--- config.mk ---
export PLATFORM = sky130hd
export DESIGN_NAME = digit_template_match
export DESIGN_NICKNAME = d
export VERILOG_FILES = /design/src/rtl/digit_template_match.sv
export SDC_FILE = /design/constraint.sdc
export NUM_CORES = 1
export LEC_CHECK = 0
export ABC_AREA = 1
export ABC_CLOCK_PERIOD_IN_PS = 5150
export CORE_UTILIZATION = 40
export CTS_CLUSTER_DIAMETER = 60
export CTS_CLUSTER_SIZE = 14
export DETAILED_ROUTE_END_ITERATION = 10
export GPL_TIMING_DRIVEN = 0
export PLACE_DENSITY = 0.73
export SLEW_MARGIN = 20
export SYNTH_ARGS = -nofsm -noshare
export SYNTH_HDL_FRONTEND = slang
export SYNTH_SLANG_ARGS = --single-unit
--- constraint.sdc ---
create_clock -name clk -period 5.15 [get_ports clk]
set_input_delay 1.03 -clock clk [delete_from_list [all_inputs] [get_ports clk]]
set_output_delay 1.03 -clock clk [all_outputs]
set_load 0.1 [all_outputs]
--- src/rtl/digit_template_match.sv ---
// Scores a binarized 16x16 sample against the ten digit templates, one row per cycle.
// It then picks the digit with the highest bit-agreement count.
module digit_template_match #(
  parameter int MIN_SCORE = 192,
  parameter int SCORE_W   = 9
) (
  input  logic               clk,
  input  logic               rst,
  input  logic               start,
  output logic [3:0]         row_addr,
  input  logic [15:0]        sample_row,
  input  logic [15:0]        char_0,
  input  logic [15:0]        char_1,
  input  logic [15:0]        char_2,
  input  logic [15:0]        char_3,
  input  logic [15:0]        char_4,
  input  logic [15:0]        char_5,
  input  logic [15:0]        char_6,
  input  logic [15:0]        char_7,
  input  logic [15:0]        char_8,
  input  logic [15:0]        char_9,
  output logic               busy,
  output logic               done,
  output logic               valid,
  output logic [3:0]         digit,
  output logic [SCORE_W-1:0] score
);

  localparam logic [SCORE_W-1:0] MIN_SCORE_W = SCORE_W'(MIN_SCORE);

  typedef enum logic [1:0] {IDLE, SCAN, SELECT, DONE} state_t;

  state_t             state, state_nxt;
  logic [3:0]         cnt;
  logic [SCORE_W-1:0] acc [10];
  logic [SCORE_W-1:0] best, best_nxt;
  logic [3:0]         best_idx, best_idx_nxt;
  logic [SCORE_W-1:0] acc_sel;
  logic [15:0]        tmpl [10];

  function automatic logic [4:0] agree_count(input logic [15:0] a, input logic [15:0] b);
    logic [15:0] eq;
    logic [4:0]  n;
    eq = ~(a ^ b);
    n  = '0;
    for (int i = 0; i < 16; i++) n = n + {4'd0, eq[i]};
    return n;
  endfunction

  assign tmpl[0] = char_0;
  assign tmpl[1] = char_1;
  assign tmpl[2] = char_2;
  assign tmpl[3] = char_3;
  assign tmpl[4] = char_4;
  assign tmpl[5] = char_5;
  assign tmpl[6] = char_6;
  assign tmpl[7] = char_7;
  assign tmpl[8] = char_8;
  assign tmpl[9] = char_9;

  assign row_addr = (state == SCAN) ? cnt : 4'd0;
  assign busy     = (state == SCAN) || (state == SELECT);
  assign done     = (state == DONE);

  // cnt doubles as the digit index while in SELECT
  always_comb begin
    acc_sel = '0;
    for (int k = 0; k < 10; k++) begin
      if (cnt == 4'(k)) acc_sel = acc[k];
    end
  end

  always_comb begin
    state_nxt    = state;
    best_nxt     = best;
    best_idx_nxt = best_idx;
    case (state)
      IDLE:   if (start) state_nxt = SCAN;
      SCAN:   if (cnt == 4'd15) state_nxt = SELECT;
      SELECT: begin
        // strict compare keeps the lowest digit on ties
        if (cnt == 4'd0 || acc_sel > best) begin
          best_nxt     = acc_sel;
          best_idx_nxt = cnt;
        end
        if (cnt == 4'd9) state_nxt = DONE;
      end
      DONE:   state_nxt = IDLE;
      default: state_nxt = IDLE;
    endcase
  end

  always_ff @(posedge clk or posedge rst) begin
    if (rst) begin
      state    <= IDLE;
      cnt      <= '0;
      best     <= '0;
      best_idx <= '0;
      valid    <= 1'b0;
      digit    <= 4'hF;
      score    <= '0;
      for (int k = 0; k < 10; k++) acc[k] <= '0;
    end else begin
      state    <= state_nxt;
      best     <= best_nxt;
      best_idx <= best_idx_nxt;
      case (state)
        IDLE: if (start) begin
          cnt <= '0;
          for (int k = 0; k < 10; k++) acc[k] <= '0;
        end
        SCAN: begin
          cnt <= cnt + 4'd1;
          for (int k = 0; k < 10; k++)
            acc[k] <= acc[k] + SCORE_W'(agree_count(sample_row, tmpl[k]));
        end
        SELECT: begin
          cnt <= cnt + 4'd1;
          // result is latched on the edge into DONE so it is visible with done
          if (cnt == 4'd9) begin
            score <= best_nxt;
            valid <= (best_nxt >= MIN_SCORE_W);
            digit <= (best_nxt >= MIN_SCORE_W) ? best_idx_nxt : 4'hF;
          end
        end
        default: ;
      endcase
    end
  end

endmodule
# [Yosys cells after proc, flatten, opt, wreduce, memory -nomap -nowiden]
# Index checks and enable logic that the tools add are counted.
[word_totals] ff_bits=123
[op_classes] n_bitwise=20 add_sub_neg=161 magnitude_cmp=2 muxes=24 reduce_logical=11 eq_ne=16
[op_table] op="adder 5 x 1 -> 5 bit" count=110
[op_table] op="one-hot mux 90 bit (2 select lines)" count=1
[op_table] op="NOT 16 bit" count=10
[op_table] op="XOR 16 bit" count=10
[op_table] op="two-way mux 9 bit" count=12
[op_table] op="adder 9 x 5 -> 9 bit" count=10
[op_table] op="two-way mux 90 bit" count=1
[op_table] op="adder 4 x 1 -> 5 bit" count=10
[op_table] op="adder 3 x 1 -> 4 bit" count=10
[op_table] op="adder 2 x 1 -> 3 bit" count=10
[op_table] op="adder 1 x 1 -> 2 bit" count=10
[op_table] op="two-way mux 4 bit" count=5
[op_table] op="== test 4 x 3 -> 1 bit (second input constant)" count=4
[op_table] op="== test 4 bit (second input constant)" count=3
[op_table] op="greater-or-equal comparator 9 x 8 -> 1 bit (second input constant)" count=1
[op_table] op="greater-than comparator 9 bit" count=1
[op_table] op="== test 4 x 2 -> 1 bit (second input constant)" count=2
[op_table] op="one-hot mux 2 bit (4 select lines)" count=1
[op_table] op="one-hot mux 4 bit (2 select lines)" count=1
[op_table] op="two-way mux 2 bit" count=3
[op_table] op="AND reduction 2 bit" count=3
[op_table] op="adder 4 x 1 -> 4 bit (second input constant)" count=1
[op_table] op="== test 2 bit (second input constant)" count=2
[op_table] op="== test 4 x 1 -> 1 bit (second input constant)" count=1
[op_table] op="9 further kinds" count=12

# [Depth between registers and ports, before layout]
# Gate-level depths: netlist of the first run.
[depth] ltp_word=19 depth_mapped=28 ltp_nobuf=27

# [Worst setup path after synthesis of the first run]
# No wires, ideal clock.
[synth_path] path_type="input to register" startpoint="input port sample_row[14]" endpoint="register acc[53] in the netlist's numbering" path_buffers=1 setup_slack_ns=-0.443 arrival_time_ns=5.504 cell_stages=18 cell_sequence="clkbuf_1 > xor2_1 > fa_1 > inv_1 > fa_1 > inv_1 > fa_1 > fa_1 > fa_1 > fa_1 > nand3b_1 > and2_1 > nor2_1 > nor2_1 > nor2_1 > nand3_1 > o21ai_0 > nor3b_1"
[synth_between] elab_chain_cells=6
[synth_rtl] element="start, declared" line="11" text="input logic [15:0] sample_row,"
[synth_rtl] element="XOR 16 bit" line="44" text="eq = ~(a ^ b);"
[synth_rtl] element="NOT 16 bit" line="44"
[synth_rtl] element="adder 5 x 1 -> 5 bit (2 in series)" line="46" text="for (int i = 0; i < 16; i++) n = n + {4'd0, eq[i]};"
[synth_rtl] element="adder 9 x 5 -> 9 bit" line="115" text="acc[k] <= acc[k] + SCORE_W'(agree_count(sample_row, tmpl[k]));"
[synth_rtl] element="one-hot mux 90 bit (2 select lines)" line="107" text="case (state)"
[synth_rtl] element="end signal, assigned by index" line="115"
[synth_rtl] element="end, declared" line="35" text="logic [SCORE_W-1:0] acc [10];"
# No other way between the ends.
# A chain may end at the register's enable or synchronous reset.

# [Worst setup path in the final report of the first run]
[layout_path] startpoint="input port sample_row[2]" endpoint="register acc[8] in the netlist's numbering"
[layout_between] elab_chain_cells=18
[layout_rtl] element="XOR 16 bit" line="44"
[layout_rtl] element="NOT 16 bit" line="44"
[layout_rtl] element="adder 2 x 1 -> 3 bit" line="46"
[layout_rtl] element="adder 3 x 1 -> 4 bit" line="46"
[layout_rtl] element="adder 4 x 1 -> 5 bit" line="46"
[layout_rtl] element="adder 5 x 1 -> 5 bit (11 in series)" line="46"
[layout_rtl] element="adder 9 x 5 -> 9 bit" line="115"
[layout_rtl] element="one-hot mux 90 bit (2 select lines)" line="107"
# No other way between the ends.

==> results of run 1 <==
[worst register-to-register path: cells and delay by family (launching register included)]
family | cells | cell delay, ps
buffers and inverters | 7 | 590
AOI/OAI and AO/OA | 2 | 120
adders and majority gates | 6 | 2940
DFF | 1 | 400
and+or+nand+nor | 3 | 330
[per-stage QoR]
stage	cell area, um2	TNS, ps	util (%)	hold slack, ps	setup WS [ps]
finish	17100	0	55.6	479	48.1
global route	17100	-644	55.6	520	-119
detailed placement	15100	-14990	49.0	469	-663
floorplan	12700	-72.4	-	468	-42.0
CTS	16600	-71.2	53.9	485	-49.5
global placement	15000	-143620	48.8	469	-1130
[final cells by class]
type	instances	share of cell area, %
Timing Repair Buffer	275	14.8
Inverter	287	6.35
Tap cell	396	2.90
Antenna cell	1	0.0146
Multi-Input combinational cell	1007	52.4
Sequential cell	123	18.0
Buffer	44	1.94
Clock inverter	14	1.00
Clock buffer	18	2.57
[timing repair]
action / in CTS / in global routing
pin swaps: 130 / 133
gates resized for setup: 165 / 111
buffers inserted: 73 / 18
cloned: 0 / 2
endpoints found under the setup margin: 18 / 29
[cell usage in the layout, fill, tap and decap left out, types with 11 or more instances in the layout]
cell type | synthesis | layout
nand2_1 | 185 | 183
buf_4 | 3 | 88
nand3_1 | 64 | 55
clkbuf_1 | 27 | 17
xor2_2 | 0 | 22
xor2_1 | 130 | 107
clkdlybuf4s50_1 | 0 | 109
clkbuf_16 | 0 | 21
a21oi_1 | 54 | 47
nor2_2 | 0 | 13
nor3b_1 | 35 | 26
buf_2 | 9 | 12
fa_2 | 0 | 20
dfrtp_1 | 119 | 119
o21ai_0 | 74 | 61
fa_1 | 120 | 100
inv_1 | 278 | 256
nor2_1 | 66 | 51
inv_2 | 8 | 29
o22ai_1 | 35 | 34
xnor2_1 | 40 | 23
nor3_1 | 27 | 18
ha_1 | 97 | 97
dlygate4sd2_1 | 0 | 34
dlymetal6s2s_1 | 0 | 18
nand3_2 | 4 | 13
xnor2_2 | 0 | 11
[cells in the mapped netlist]
master,number
a211oi_1,7
a21boi_0,3
a21boi_1,3
a21o_1,3
a21oi_1,54
a21oi_2,1
a22o_1,5
a31oi_1,3
and2_1,2
buf_1,3
buf_2,9
buf_4,3
buf_6,2
clkbuf_1,27
clkinv_1,1
dfrtp_1,119
dfstp_2,4
fa_1,120
ha_1,97
inv_1,278
inv_2,8
nand2_1,185
nand2_2,5
nand2_4,1
nand3_1,64
nand3_2,4
nand3b_1,6
nand4_1,7
nor2_1,66
nor2_4,2
nor3_1,27
nor3_2,1
nor3b_1,35
o211ai_1,7
o21a_1,3
o21ai_0,74
o22ai_1,35
o31ai_1,2
o32ai_1,6
or2_2,9
xnor2_1,40
xor2_1,130
[worst paths after layout]
kind / startpoint / end / slack [ps] / cells past startpoint
setup / recovery: sample_row[2] / acc[8]$_DFFE_PP0P_ / 50 / 20
hold / removal: score[5]$_DFFE_PP0P_ / score[5]$_DFFE_PP0P_ / 480 / 2
setup reg to reg: acc[18]$_DFFE_PP0P_ / acc[22]$_DFFE_PP0P_ / 590 / 18
hold reg to reg: score[5]$_DFFE_PP0P_ / score[5]$_DFFE_PP0P_ / 480 / 2
max in group asynchronous: rst / acc[72]$_DFFE_PP0P_ / 3420 / 3
min in group asynchronous: rst / score[4]$_DFFE_PP0P_ / 990 / 2
[state kept, by name, indices dropped and copies added (netlist names)]
register  cells
best_idx      4
valid         1
acc          90
state         2
digit         4
best          9
cnt           4
score         9
[cell families after synthesis]
| kind of cell | after synthesis |
|---|---|
| AOI/OAI and AO/OA | 206 |
| xor gates and xnor gates | 170 |
| adders and majority gates | 217 |
| buffers and inverters | 331 |
| DFF | 123 |
| and+or+nand+nor | 414 |
[layer usage]
layer	part of all wire [%]	vias to the layer above
met5	0	-
met4	3.1	0
met3	5.8	76
met2	50	376
met1	41	5372
li1	-	5196
==> impl_metrics.toml, run 1 <==
[status]
status = "complete, but fails checks"
violations = "DRC"

[logic_synthesis]
yosysTopAreaCellShare_pct = 23.6
syn_area_per_cell_um2 = 8.62
synth_xor_area_share_pct = 11.8
ys.warnings.count = 0
ys_ff_latch = 123
synth_cell_type_count = 42
yosysSeqAreaShare_pct = 24.5
synth-simple-area-share_pct = 15.3
synthTopCellsByArea = "dfrtp_1 (24%), fa_1 (19%), ha_1 (9.6%)"
synth_top_family_by_area = "adder cells"
syn_area_mm2 = 0.0126
yosys.area_share.adder_pct = 28.7
synth_area_leader_cell = "dfrtp_1"
synthCells = 1461
synthMuxAreaShare_pct = 0
synth-compound-area-share_pct = 9.48
syn_nets = 1857

[detailed_routing]
vias = 11000
drtPass1Iterations = 9
wl_per_cell_um = 17.0
postRouteWirelength_um = 36700
first_iter_violations = 654
drc = 32
vias_per_cell = 5.09
antenna_left = 0

[clocking]
cts_buffers = 17
clockBufferDepth = 2
clkLatencyLatePin_ps = 430
path_clk_slew_ps = 60
cts_hold_buf = 0
h-tree-depth = 4
cts_tree = "built"
cts.sinks = 123
clock-root-buffer = "clkbuf_16"

[sta]
drv_slew = 0
setup_violations = 0
clock_skew_ps = 6.37
hold_viol = 0
min_period_over_period_pct = 99.1
period_minus_slack_ps = 5100
slew_headroom_pct = 30.7
clock.fmax_mhz = 196
tightest_slew_ps = 1040
rsz0062_at_grt = "yes"

[floorplan]
core_area_mm2 = 0.0307
die_area_mm2 = 0.0322
num_rows = 64
start_util_pct = 41.0
die_h_um = 179
die_x_um = 179
io_pins = 199

[grt]
grt_use_total_pct = 22.6
grt_pass1_wl_um = 58400
grt_max_degree = 83
met1_usage_pct = 27.6
grt_use_met2_pct = 39.5
antenna_found_initial = 0
grt_overflow = 0
grt_pass1_vias = 11700
grt-busiest-layer = "met2"
grt_use_met3_pct = 4.34

[critical_path]
endpoint_kind = "flop"
cpPeakStageDelay_ps = 590
crit_fanout = 8
cp_slowest_cell = "fa_1"
crit_chain = "clkbuf_16, buf_6, xnor2_1, fa_1, inv_2, fa_1, fa_1, fa_1, fa_2, fa_2, inv_2, a21oi_4, nor2_2, nor2_1, nor2_1, nor2_1, nor2_1, nand3_2, o21ai_1, nor3b_2"
crit_family = "adder cells"
crit_required_ps = 5500
critical_path_buf_inv_count = 4
cp-start-kind = "input pin"
crit_arrival_ps = 5450
worstSetupPathType = "input pin to flop"

[cells_and_area]
nFillCells = 2672
synthToLayoutAreaGrowth_pct = 35.7
regArea_mm2 = 0.00308
final_cells = 2165
final_net_count = 2151
multiInputGateArea_mm2 = 0.00895
layout-drive-gt1-share_pct = 19.2

[place]
dp_hpwl_um = 27800
gp_congestion = 0.859
dp.cells = 2040
port_buffers = 182

[min_path]
hold_class = "flop to flop"

[job]
drv_cap = 0
Power of run 1 is left out: the tool's default activity adds up to more than one toggle a clock period on the data nets, which glitch-free logic cannot reach.
==> run 2, diff against run 1 <==
--- a/config.mk
+++ b/config.mk
@@ -13,7 +13,6 @@
 export DETAILED_ROUTE_END_ITERATION = 10
 export GPL_TIMING_DRIVEN = 0
 export PLACE_DENSITY = 0.73
-export SLEW_MARGIN = 20
 export SYNTH_ARGS = -nofsm -noshare
 export SYNTH_HDL_FRONTEND = slang
 export SYNTH_SLANG_ARGS = --single-unit
==> run 2 against run 1 <==
The flow still finishes with violations (DRC). Die area is the same. Non-clock buffer count grew 3. Sequential cell count is the same. Global-route usage shrank 0.070 points. Clock skew grew 4.8 ps. Via count is essentially flat. Critical path depth grew 1. Core utilization grew 0.14 points. Wire length shrank 0.36%. Maximum frequency shrank 0.12%. Hold slack lost 1.3 ps. Critical endpoint is now acc[80]$_DFFE_PP0P_. Largest cell class unchanged.
==> impl_metrics.toml, run 2 (synthesis results as in run 1) <==
[sta]
clock.fmax_mhz = 196
drv_slew = 0
clock_skew_ps = 11.1
whs_ps = 478
fin_ws_ps = 42.1
period_minus_slack_ps = 5110
rsz0062_at_grt = "yes"
setup_violations = 0
finalSetupTns_ps = 0
hold_viol = 0
slew_headroom_pct = 30.7
min_period_over_period_pct = 99.2
tightest_slew_ps = 1040

[grt]
grt_pass1_vias = 11600
grt_use_total_pct = 22.5
grt_pass1_wl_um = 57700
antenna_found_initial = 0
grt_overflow = 0
grt_max_degree = 83

[cells_and_area]
regArea_mm2 = 0.00308
synthToLayoutAreaGrowth_pct = 36.1
largest_reg_flops = 90
regMostFlops = "acc"
layout_common_cells = "inv_1 (257), nand2_1 (184), dfrtp_1 (119), clkdlybuf4s50_1 (113), xor2_1 (109)"
final_common_cell = "inv_1"
nFillCells = 2621
layout-drive-gt1-share_pct = 19.7
multiInputGateArea_mm2 = 0.00894
reg_top3 = "acc (90), best (9), score (9)"
final_net_count = 2154

[detailed_routing]
vias_per_cell = 5.09
antenna_left = 0
postRouteWirelength_um = 36600
wl_per_cell_um = 16.9
vias = 11000
first_iter_violations = 730
drtPass1Iterations = 11
drc = 4

[place]
port_buffers = 182
dp_hpwl_um = 27800
dp_slack_ps = -678
gp_congestion = 0.859

[critical_path]
worstSetupPathType = "input pin to flop"
endpoint_kind = "flop"
crit_required_ps = 5500
crit_fanout = 6
crit_arrival_ps = 5460
cp-start-kind = "input pin"

[status]
status = "complete, but fails checks"
violations = "DRC"

[clocking]
clkLatencyLatePin_ps = 440
clockBufferDepth = 2
path_clk_slew_ps = 60
cts.sinks = 123
cts_tree = "built"
cts_buffers = 17
clock-root-buffer = "clkbuf_16"
h-tree-depth = 4

[floorplan]
start_util_pct = 41.0
die_x_um = 179
io_pins = 199
num_rows = 64
die_area_mm2 = 0.0322
core_area_mm2 = 0.0307
die_h_um = 179

[job]
drv_cap = 0

[min_path]
hold_class = "flop to flop"
[run 2: per-layer routing]
metal | track usage (%) | up-vias | wire, um
li1 | - | 5202 | -
met1 | 27.2 | 5308 | 15100
met2 | 38.7 | 421 | 17900
met3 | 5.00 | 98 | 2190
met4 | 9.76 | 0 | 1360
met5 | 0 | - | 0
[run 2: final timing paths]
| path | depth (start not counted) | startpoint | slack, ps | end |
|---|---|---|---|---|
| setup / recovery | 21 | sample_row[14] | 40 | acc[80]$_DFFE_PP0P_ |
| hold / removal | 2 | score[7]$_DFFE_PP0P_ | 480 | score[7]$_DFFE_PP0P_ |
| setup reg to reg | 17 | acc[72]$_DFFE_PP0P_ | 650 | acc[80]$_DFFE_PP0P_ |
| hold reg to reg | 2 | score[7]$_DFFE_PP0P_ | 480 | score[7]$_DFFE_PP0P_ |
| max in group asynchronous | 3 | rst | 3390 | acc[83]$_DFFE_PP0P_ |
| min in group asynchronous | 2 | rst | 990 | score[4]$_DFFE_PP0P_ |
[run 2: final cells by class]
cell class / instances / area share, %
Sequential cell: 123 / 18.0
Inverter: 287 / 6.32
Timing Repair Buffer: 278 / 14.8
Clock inverter: 14 / 1.27
Clock buffer: 18 / 2.56
Antenna cell: 1 / 0.0146
Tap cell: 396 / 2.89
Buffer: 44 / 1.99
Multi-Input combinational cell: 1007 / 52.2
[run 2: worst max-delay path, cell delays in order]
cell and delay [ps]:
clkbuf_16 140, buf_8 140, xor2_2 140, fa_1 470, inv_1 50, fa_1 510, inv_2 40, fa_1 580
fa_1 450, fa_2 390, fa_2 380, inv_2 60, a21oi_2 60, nor2_1 130, nor2_1 70, nor2_1 160
nor2_1 80, nor2_1 150, nand3_2 120, o21ai_1 130, nor3b_2 180
[run 2: stage by stage]
step | cell area, um2 | cells | utilization, %
floorplan | 12700 | 1461 | -
global placement | 15000 | 2039 | 48.8
detailed placement | 15100 | 2040 | 48.9
CTS | 16600 | 2146 | 54.1
global route | 17100 | 2167 | 55.7
finish | 17100 | 2168 | 55.7
[run 2: timing repair]
item,CTS,global route
gates resized for setup,187,101
endpoints found under the hold margin,0,0
cloned,0,1
setup endpoints to repair,18,29
pin swaps,129,127
hold buffers,0,0
setup buffers,74,25
Power of run 2 is left out for the same reason.
==> edit (flow settings as in run 1) <==
One comparison of `cnt` changes from == to >=.
--- a/src/rtl/digit_template_match.sv
+++ b/src/rtl/digit_template_match.sv
@@ -85,3 +85,3 @@
         end
-        if (cnt == 4'd9) state_nxt = DONE;
+        if (cnt >= 4'd9) state_nxt = DONE;
       end
Formal check against the unedited RTL: same outputs for any inputs over 10 cycles, from zero or initial values and one cycle with rst high; that may be too few to reach the edited logic, so the function may still have changed.
==> edit against run 1 <==
Critical path depth fell by 3. Maximum frequency rose by 1.1%. Design area fell by 0.57%. Wire length fell by 0.65%. Area after synthesis rose by 1.5%. Sequential cell count did not move. Setup slack improved by 0.057 ns. Non-clock buffer count fell by 52. Sequential share of layout area rose by 0.10 points.
Power is not shown: default switching activity piles up to over one toggle a cycle in this logic, so the estimate is an artifact.
==> edit: results (changes against run 1) <==
synth_common_cells: "inv_1, nand2_1, xor2_1"  # unchanged
finalClockSkew_ns: 0.01184  # was 0.006371 ns
holdCritStartpoint: "acc[52]"  # was score[5]
grt_use_total_pct: 22.27  # was 22.61%
drtIter0Drc: 749  # was 654
routed_wl_um: 36470  # was 36,710 um
r2r-start: "acc[0]"  # was acc[18]
place.detailed.hpwl_um: 28520  # was 27,770 um
synth.area.top_cells: "dfrtp_1, fa_1, ha_1"  # unchanged
critPathMaxFanout: 3  # was 8
drt-pass1-iter-count: 5  # was 9
synth_cell_type_count: 48  # was 42
outcome: "finished clean"  # was finished, violations left
global_route_wire_length_before_repair_um: 57290  # was 58,450 um
startpoint: "char_7[10]"  # was sample_row[2]
synth-seq-area-share_pct: 24.12  # was 24.48%
share_of_the_synthesized_area_in_compound_gates_ao_oa_aoi_oai_pct: 9.475  # was 9.477%
post_drt_via_cell_ratio: 5.106  # was 5.090
post_route_cells_drive_above_1_share_pct: 17.90  # was 19.17%
fp.dieW_um: 180.8  # was 179.4 um
worstRegToRegCells: 15  # was 18
crit_path_max_incr_delay_ns: 0.55  # was 0.59 ns
timing.max_slew.rel_slack_pct: 31.44  # was 30.70%
drc_errors: 0  # was 32
fin_nets: 2105  # was 2,151
yosys.area_share.xor_xnor_pct: 11.65  # was 11.82%
gp_routability_congestion: 0.8628  # was 0.8592
grt_pass1_vias: 11316  # was 11,652
cp.arrival_ns: 5.40  # was 5.45 ns
worstReg2RegEnd: "acc[8]"  # was acc[22]
min_to: "acc[53]"  # was score[5]
timing.critical_path.to: "acc[26]"  # was acc[8]
-- edit: changes by cell type in the layout (fill, tap and decap cells not counted), moves of 6 or more --
cell            change
xor2_1             -13
dlymetal6s2s_1     +30
buf_2               -7
inv_1               -6
dlygate4sd2_1      -16
buf_4              -51
xor2_2             +14
nand3_1            +16
-- edit: per-layer routing --
| metal | GRT usage [%] | vias to the layer above | routed length [um] |
|---|---|---|---|
| li1 | - | 5100 | - |
| met1 | 27.98 | 5276 | 15680 |
| met2 | 37.96 | 392 | 17630 |
| met3 | 3.568 | 71 | 1858 |
| met4 | 9.402 | 0 | 1302 |
| met5 | 0 | - | 0 |
-- edit: through the flow --
| stage | hold slack, ns | util (%) | instances | setup WS, ns |
|---|---|---|---|---|
| finish | 0.4576 | 54.01 | 2123 | 0.1050 |
| global route | 0.4829 | 54.01 | 2123 | -0.08460 |
| detailed placement | 0.4569 | 48.53 | 2053 | -0.7395 |
| CTS | 0.4590 | 51.69 | 2102 | -0.01865 |
| floorplan | 0.4254 | - | 1468 | -0.02794 |
| global placement | 0.4343 | 48.42 | 2052 | -1.270 |
-- edit: logic make-up after synthesis --
group / Yosys count
flops: 123
simple gates: 431
compound gates: 203
buf+inv: 324
xor+xnor: 170
fa+ha+maj: 217
-- edit: repair_timing --
| action | in CTS | in global routing |
|---|---|---|
| gates resized for setup | 92 | 173 |
| pin swaps | 96 | 143 |
| setup buffers | 18 | 21 |
| setup endpoints to repair | 17 | 25 |
| endpoints found under the hold margin | 0 | 0 |
-- edit: area by class of cell --
class                           instances  area (sq um)
Buffer                                 45         322.8
Clock buffer                           20         466.7
Clock inverter                         11         142.6
Fill cell                            2675         14480
Inverter                              279          1060
Multi-Input combinational cell       1021          9209
Sequential cell                       123          3083
Tap cell                              402         503.0
Timing Repair Buffer                  222          2211
